--- config.mk ---
export PLATFORM = sky130hd
export DESIGN_NAME = pong_game_ctrl
export DESIGN_NICKNAME = d
export VERILOG_FILES = /design/src/rtl/pong_game_ctrl.sv
export SDC_FILE = /design/constraint.sdc
export NUM_CORES = 1
export LEC_CHECK = 0
export CORE_MARGIN = 4
export CORE_UTILIZATION = 55
export CTS_CLUSTER_SIZE = 16
export DETAILED_ROUTE_END_ITERATION = 8
export HOLD_SLACK_MARGIN = 0.08
export PLACE_DENSITY = 0.81
export SKIP_CTS_REPAIR_TIMING = 1
export SLEW_MARGIN = 30
export SYNTH_ARGS = -nofsm -noshare
export SYNTH_HDL_FRONTEND = slang
export SYNTH_SLANG_ARGS = --single-unit
--- constraint.sdc ---
create_clock -name clk -period 10.55 [get_ports clk]
set_input_delay 2.11 -clock clk [delete_from_list [all_inputs] [get_ports clk]]
set_output_delay 2.11 -clock clk [all_outputs]
set_load 0.01 [all_outputs]
--- src/rtl/pong_game_ctrl.sv ---
// Pong game controller: serve sequencing, ball motion, paddle/wall collision
// and scoring.
//
// Ports:
//   clk, rst              - clock; synchronous active-high reset
//   game_tick             - one-clk pulse advancing game time
//   serve_req             - one-clk pulse requesting a serve or restart
//   p1_x/p1_y, p2_x/p2_y  - paddle top-left corners
//   ball_x/ball_y         - ball top-left corner (registered)
//   score_p1/score_p2     - points won, saturating at 15 (registered)
//   state                 - IDLE=0, SERVE=1, PLAY=2, POINT=3, OVER=4
//   point_pulse/point_p1  - one-clk point strobe and scorer flag (1 = player 1)
//   game_over             - high while in OVER
module pong_game_ctrl #(
  parameter int unsigned SCREEN_W    = 640,
  parameter int unsigned SCREEN_H    = 480,
  parameter int unsigned PAD_W       = 30,
  parameter int unsigned PAD_H       = 200,
  parameter int unsigned BALL        = 8,
  parameter int unsigned STEP        = 2,
  parameter int unsigned SERVE_TICKS = 60,
  parameter int unsigned WIN_SCORE   = 9
) (
  input  logic       clk,
  input  logic       rst,
  input  logic       game_tick,
  input  logic       serve_req,
  input  logic [9:0] p1_x,
  input  logic [9:0] p1_y,
  input  logic [9:0] p2_x,
  input  logic [9:0] p2_y,
  output logic [9:0] ball_x,
  output logic [9:0] ball_y,
  output logic [3:0] score_p1,
  output logic [3:0] score_p2,
  output logic [2:0] state,
  output logic       point_pulse,
  output logic       point_p1,
  output logic       game_over
);

  typedef enum logic [2:0] {
    StIdle  = 3'd0,
    StServe = 3'd1,
    StPlay  = 3'd2,
    StPoint = 3'd3,
    StOver  = 3'd4
  } state_e;

  localparam int unsigned CntW    = $clog2(SERVE_TICKS + 1);
  localparam logic [9:0]  CenterX = 10'((SCREEN_W - BALL) / 2);
  localparam logic [9:0]  CenterY = 10'((SCREEN_H - BALL) / 2);
  localparam logic [10:0] ScrW    = 11'(SCREEN_W);
  localparam logic [10:0] ScrH    = 11'(SCREEN_H);
  localparam logic [10:0] PadW    = 11'(PAD_W);
  localparam logic [10:0] PadH    = 11'(PAD_H);
  localparam logic [10:0] BallSz  = 11'(BALL);
  localparam logic [10:0] Step    = 11'(STEP);
  localparam logic [3:0]  WinSc   = 4'(WIN_SCORE);

  state_e            state_q, state_d;
  logic [9:0]        ball_x_q, ball_x_d, ball_y_q, ball_y_d;
  logic              dir_x_q, dir_x_d;  // 1 = right
  logic              dir_y_q, dir_y_d;  // 1 = down
  logic [3:0]        score_p1_q, score_p1_d, score_p2_q, score_p2_d;
  logic              point_pulse_q, point_pulse_d, point_p1_q, point_p1_d;
  logic              game_over_q, game_over_d;
  logic [CntW-1:0]   cnt_q, cnt_d;

  // 11-bit views so no sum below can wrap
  logic [10:0] bx, by, p1x, p1y, p2x, p2y;
  logic        hit_p1, hit_p2, miss_l, miss_r;

  assign bx  = {1'b0, ball_x_q};
  assign by  = {1'b0, ball_y_q};
  assign p1x = {1'b0, p1_x};
  assign p1y = {1'b0, p1_y};
  assign p2x = {1'b0, p2_x};
  assign p2y = {1'b0, p2_y};

  // bx - Step < face is rewritten as bx < face + Step to avoid underflow
  assign hit_p1 = !dir_x_q && (bx >= p1x + PadW) && (bx < p1x + PadW + Step) &&
                  (by + BallSz > p1y) && (by < p1y + PadH);
  assign hit_p2 = dir_x_q && (bx + BallSz <= p2x) && (bx + BallSz + Step > p2x) &&
                  (by + BallSz > p2y) && (by < p2y + PadH);
  assign miss_l = !dir_x_q && (bx <= Step);
  assign miss_r = dir_x_q && (bx + BallSz + Step >= ScrW);

  always_comb begin
    state_d       = state_q;
    ball_x_d      = ball_x_q;
    ball_y_d      = ball_y_q;
    dir_x_d       = dir_x_q;
    dir_y_d       = dir_y_q;
    score_p1_d    = score_p1_q;
    score_p2_d    = score_p2_q;
    point_pulse_d = 1'b0;
    point_p1_d    = point_p1_q;
    cnt_d         = cnt_q;

    unique case (state_q)
      StIdle: begin
        ball_x_d = CenterX;
        ball_y_d = CenterY;
        if (serve_req) begin
          state_d = StServe;
          cnt_d   = '0;
        end
      end
      StServe: begin
        ball_x_d = CenterX;
        ball_y_d = CenterY;
        if (game_tick) begin
          if (cnt_q == CntW'(SERVE_TICKS - 1)) begin
            state_d = StPlay;
            cnt_d   = '0;
          end else begin
            cnt_d = cnt_q + CntW'(1);
          end
        end
      end
      StPlay: begin
        if (game_tick) begin
          if (!dir_y_q && by <= Step) begin
            ball_y_d = '0;
            dir_y_d  = 1'b1;
          end else if (dir_y_q && by + BallSz + Step >= ScrH) begin
            ball_y_d = 10'(ScrH - BallSz);
            dir_y_d  = 1'b0;
          end else begin
            ball_y_d = dir_y_q ? 10'(by + Step) : 10'(by - Step);
          end

          if (hit_p1) begin
            ball_x_d = 10'(p1x + PadW);
            dir_x_d  = 1'b1;
          end else if (hit_p2) begin
            ball_x_d = 10'(p2x - BallSz);
            dir_x_d  = 1'b0;
          end else if (miss_l) begin
            state_d       = StPoint;
            point_pulse_d = 1'b1;
            point_p1_d    = 1'b0;
            score_p2_d    = (score_p2_q == 4'hF) ? score_p2_q : score_p2_q + 4'd1;
          end else if (miss_r) begin
            state_d       = StPoint;
            point_pulse_d = 1'b1;
            point_p1_d    = 1'b1;
            score_p1_d    = (score_p1_q == 4'hF) ? score_p1_q : score_p1_q + 4'd1;
          end else begin
            ball_x_d = dir_x_q ? 10'(bx + Step) : 10'(bx - Step);
          end
        end
      end
      StPoint: begin
        if ((point_p1_q ? score_p1_q : score_p2_q) == WinSc) begin
          state_d = StOver;
        end else begin
          state_d  = StServe;
          cnt_d    = '0;
          ball_x_d = CenterX;
          ball_y_d = CenterY;
          // Serve toward whoever conceded: player 2 sits on the right
          dir_x_d  = point_p1_q;
        end
      end
      StOver: begin
        if (serve_req) begin
          state_d    = StServe;
          cnt_d      = '0;
          score_p1_d = '0;
          score_p2_d = '0;
          ball_x_d   = CenterX;
          ball_y_d   = CenterY;
        end
      end
      default: state_d = StIdle;
    endcase

    game_over_d = (state_d == StOver);
  end

  always_ff @(posedge clk) begin
    if (rst) begin
      state_q       <= StIdle;
      ball_x_q      <= CenterX;
      ball_y_q      <= CenterY;
      dir_x_q       <= 1'b1;
      dir_y_q       <= 1'b1;
      score_p1_q    <= '0;
      score_p2_q    <= '0;
      point_pulse_q <= 1'b0;
      point_p1_q    <= 1'b0;
      game_over_q   <= 1'b0;
      cnt_q         <= '0;
    end else begin
      state_q       <= state_d;
      ball_x_q      <= ball_x_d;
      ball_y_q      <= ball_y_d;
      dir_x_q       <= dir_x_d;
      dir_y_q       <= dir_y_d;
      score_p1_q    <= score_p1_d;
      score_p2_q    <= score_p2_d;
      point_pulse_q <= point_pulse_d;
      point_p1_q    <= point_p1_d;
      game_over_q   <= game_over_d;
      cnt_q         <= cnt_d;
    end
  end

  assign ball_x      = ball_x_q;
  assign ball_y      = ball_y_q;
  assign score_p1    = score_p1_q;
  assign score_p2    = score_p2_q;
  assign state       = state_q;
  assign point_pulse = point_pulse_q;
  assign point_p1    = point_p1_q;
  assign game_over   = game_over_q;

endmodule

==> metrics.txt <==
Starting DRT DRC Count=376; FF+latch count, synth=41; Synth Flop Type=dfxtp_1; synthesized cell area=5579 um^2; core footprint=9819 um^2; pin count of the biggest net entering global routing=30; clock latency on the worst-skew pair=0.29 ns; initial antenna violation count=0; Die X-Extent=108.7 um; clock buffer depth=2; Final GP Congestion=0.9175; I/O pins=78; Worst slew margin=49.01%; Top Family by Delay on Critical Path=compound AO/OA/AOI/OAI gates; crit path cell chain=clkdlybuf4s50_1 -> inv_1 -> ha_1 -> nor3b_1 -> xor2_1 -> or3_1 -> nor3_1 -> xor2_1 -> ha_1 -> nand4_1 -> nor2_1 -> o21a_1 -> a311o_1 -> o31ai_4 -> a221oi_2 -> a21o_1 -> a22oi_1; detailed-route DRC error count=0; diode count=0; gate count of the mapped netlist=721; Final Non-Filler Cells=917; Die H=108.7 um; DR vias/cell=6.255; asr flop ratio synth=0%; share of layout cells above drive strength 1=3.571%; die area=11820 um^2; fin crit period=6.288 ns; DR WL/cell=16.99 um; row count=36; part of the cycle the worst path needs=59.60%; Worst-Margin Slew=0.7584 ns; Synth cell types=77; worst min path class=flop to flop; Final Slew Violations=0; P&R area growth vs syn=16.80%; CTS Buf Count=5; sequential area share after synthesis=14.71%; vias in the first global route=5556; Final Core Density=66.36%; H-tree Lvls=2; Port-buffer cells=76; LEAKAGE=0.002730 uW; critical path fanouts, max=8; clk root buf=clkbuf_8; Final ANT Viol Nets=0; grt ovf=0; final setup vio count=0; effective utilization at floorplan=56.82%; Power Density=60.21 nW/um^2; Max Clock Skew=0.01075 ns; critical path data arrival time=6.44 ns; worst endpoint required time=10.70 ns; TritonCTS clock tree=yes; RSZ-0062 raised after global routing=no; Syn Area/Cell=7.738 um^2; first-pass GRT wire length=25720 um; Final Hold Fails=0; Area after DPL=6405 um^2; setup TNS=0 ns; dpl hpwl=12430 um; PnR worst setup slack=4.262 ns; worst vdd ir=0.1100 mV; number of nets in the layout=917; post-route cell area=6516 um^2; status=finished clean; max-cap viol count=0; CP endpoint kind=flop; pre-CTS setup slack=4.018 ns; Clock Sinks=41; Buffers & Inverters on Critical Path=2; DR vias=5736; Placed Cells=909; Clock Pin Slew Worst Setup and Hold Paths=0.08 ns; all-layer global routing usage=26.09%; DRT Pass-1 Iters=5; syn nets=855; Slowest-stage cell, CP=clkdlybuf4s50_1; EDFF count, synth=0; Synth Warn #=0; type of the worst setup path=input pin to flop; CP startpoint kind=input pin; fmax=159.0 MHz; CP max stage delay=0.55 ns; Post-Route WL=15580 um
==> cell families (layout without fill, tap and decap cells) <==
kind of cell             Yosys count  after routing  synth area share [%]
AND/OR/NAND/NOR                  250            250                 23.12
AO/OA/AOI/OAI                    186            186                 23.23
adder cells (fa/ha/maj)           90             90                 20.18
buffers and inverters             75            138                 5.719
XOR/XNOR                          55             55                 8.769
flip-flops                        41             41                 14.71
multiplexers                      23             23                 4.194
other                              1              1               0.06722
==> per-stage QoR <==
step           power, uW  hold WS, ns
4_1_cts            393.6       0.5164
3_3_place_gp       264.1       0.4720
2_1_floorplan      229.4       0.4584
3_5_place_dp       269.1       0.5051
6_report           392.3       0.5066
5_1_grt            417.4       0.5633
==> tightest hold or removal path, delay by kind of cell (launching register included) <==
kind           cells  cell delay, ns
AO/OA/AOI/OAI      2            0.15
flip-flops         1            0.32
==> layout make-up <==
| type | instances | area [um^2] |
|---|---|---|
| repair buffers | 79 | 787.0 |
| well taps | 133 | 166.4 |
| clock inverters | 2 | 38.79 |
| clock buffers | 6 | 72.57 |
| multi-input cells | 605 | 4439 |
| flip-flops and latches | 41 | 820.8 |
| fillers | 872 | 3303 |
| inverters | 51 | 191.4 |
==> cells in the final DEF (no fill, tap or decap), drive strengths merged, types with 10 or more instances in the layout <==
cell / instances
nand3: 33
o21ai: 31
a21o: 14
nand2: 61
nor2b: 10
nand4: 13
clkdlybuf4s50: 76
dfxtp: 41
or3: 11
nor3: 23
xnor2: 37
ha: 90
mux2i: 20
a21oi: 48
nor2: 49
xor2: 18
inv: 51
==> worst paths after layout <==
| path | from | end | slack [ns] | cells past startpoint |
|---|---|---|---|---|
| worst min register to register | cnt_q[5] | cnt_q[5] | 0.51 | 2 |
| worst max register to register | ball_x[3] | ball_x[9] | 5.81 | 15 |
| worst min-delay path | cnt_q[5] | cnt_q[5] | 0.51 | 2 |
| worst max-delay path | p1_x[1] | ball_x[2] | 4.26 | 17 |
==> report_power, final <==
group          switching (uW)  internal, uW
sequential               1.28           156
combinational            57.8          51.6
clock                    54.9          71.1
==> flip-flops by register name, indices dropped and copies added, names as in the netlist <==
register	flops
dir_x_q	1
score_p2	4
cnt_q	6
score_p1	4
ball_y	9
point_p1	1
state	3
dir_y_q	1
ball_x	10
game_over	1
point_pulse	1
==> cell usage after synthesis, drive strengths merged, types with 18 or more instances <==
cell   count  share of area (%)
ha        90                 20
nand2     61                4.1
inv       51                3.4
nor2      49                3.3
a21oi     48                4.3
dfxtp     41                 15
xnor2     37                5.8
nand3     33                3.0
o21ai     31                2.8
nor3      23                2.2
mux2i     20                3.6
xor2      18                3.0
==> layer usage <==
metal | vias up | share of wire [%] | GRT usage (%)
met3 | 23 | 6.6 | 4.263
met4 | 0 | 1.1 | 5.681
li1 | 2777 | - | -
met1 | 2735 | 44 | 34.12
met2 | 201 | 49 | 45.15
met5 | - | 0 | 0
(Power assumes the default switching activity.)
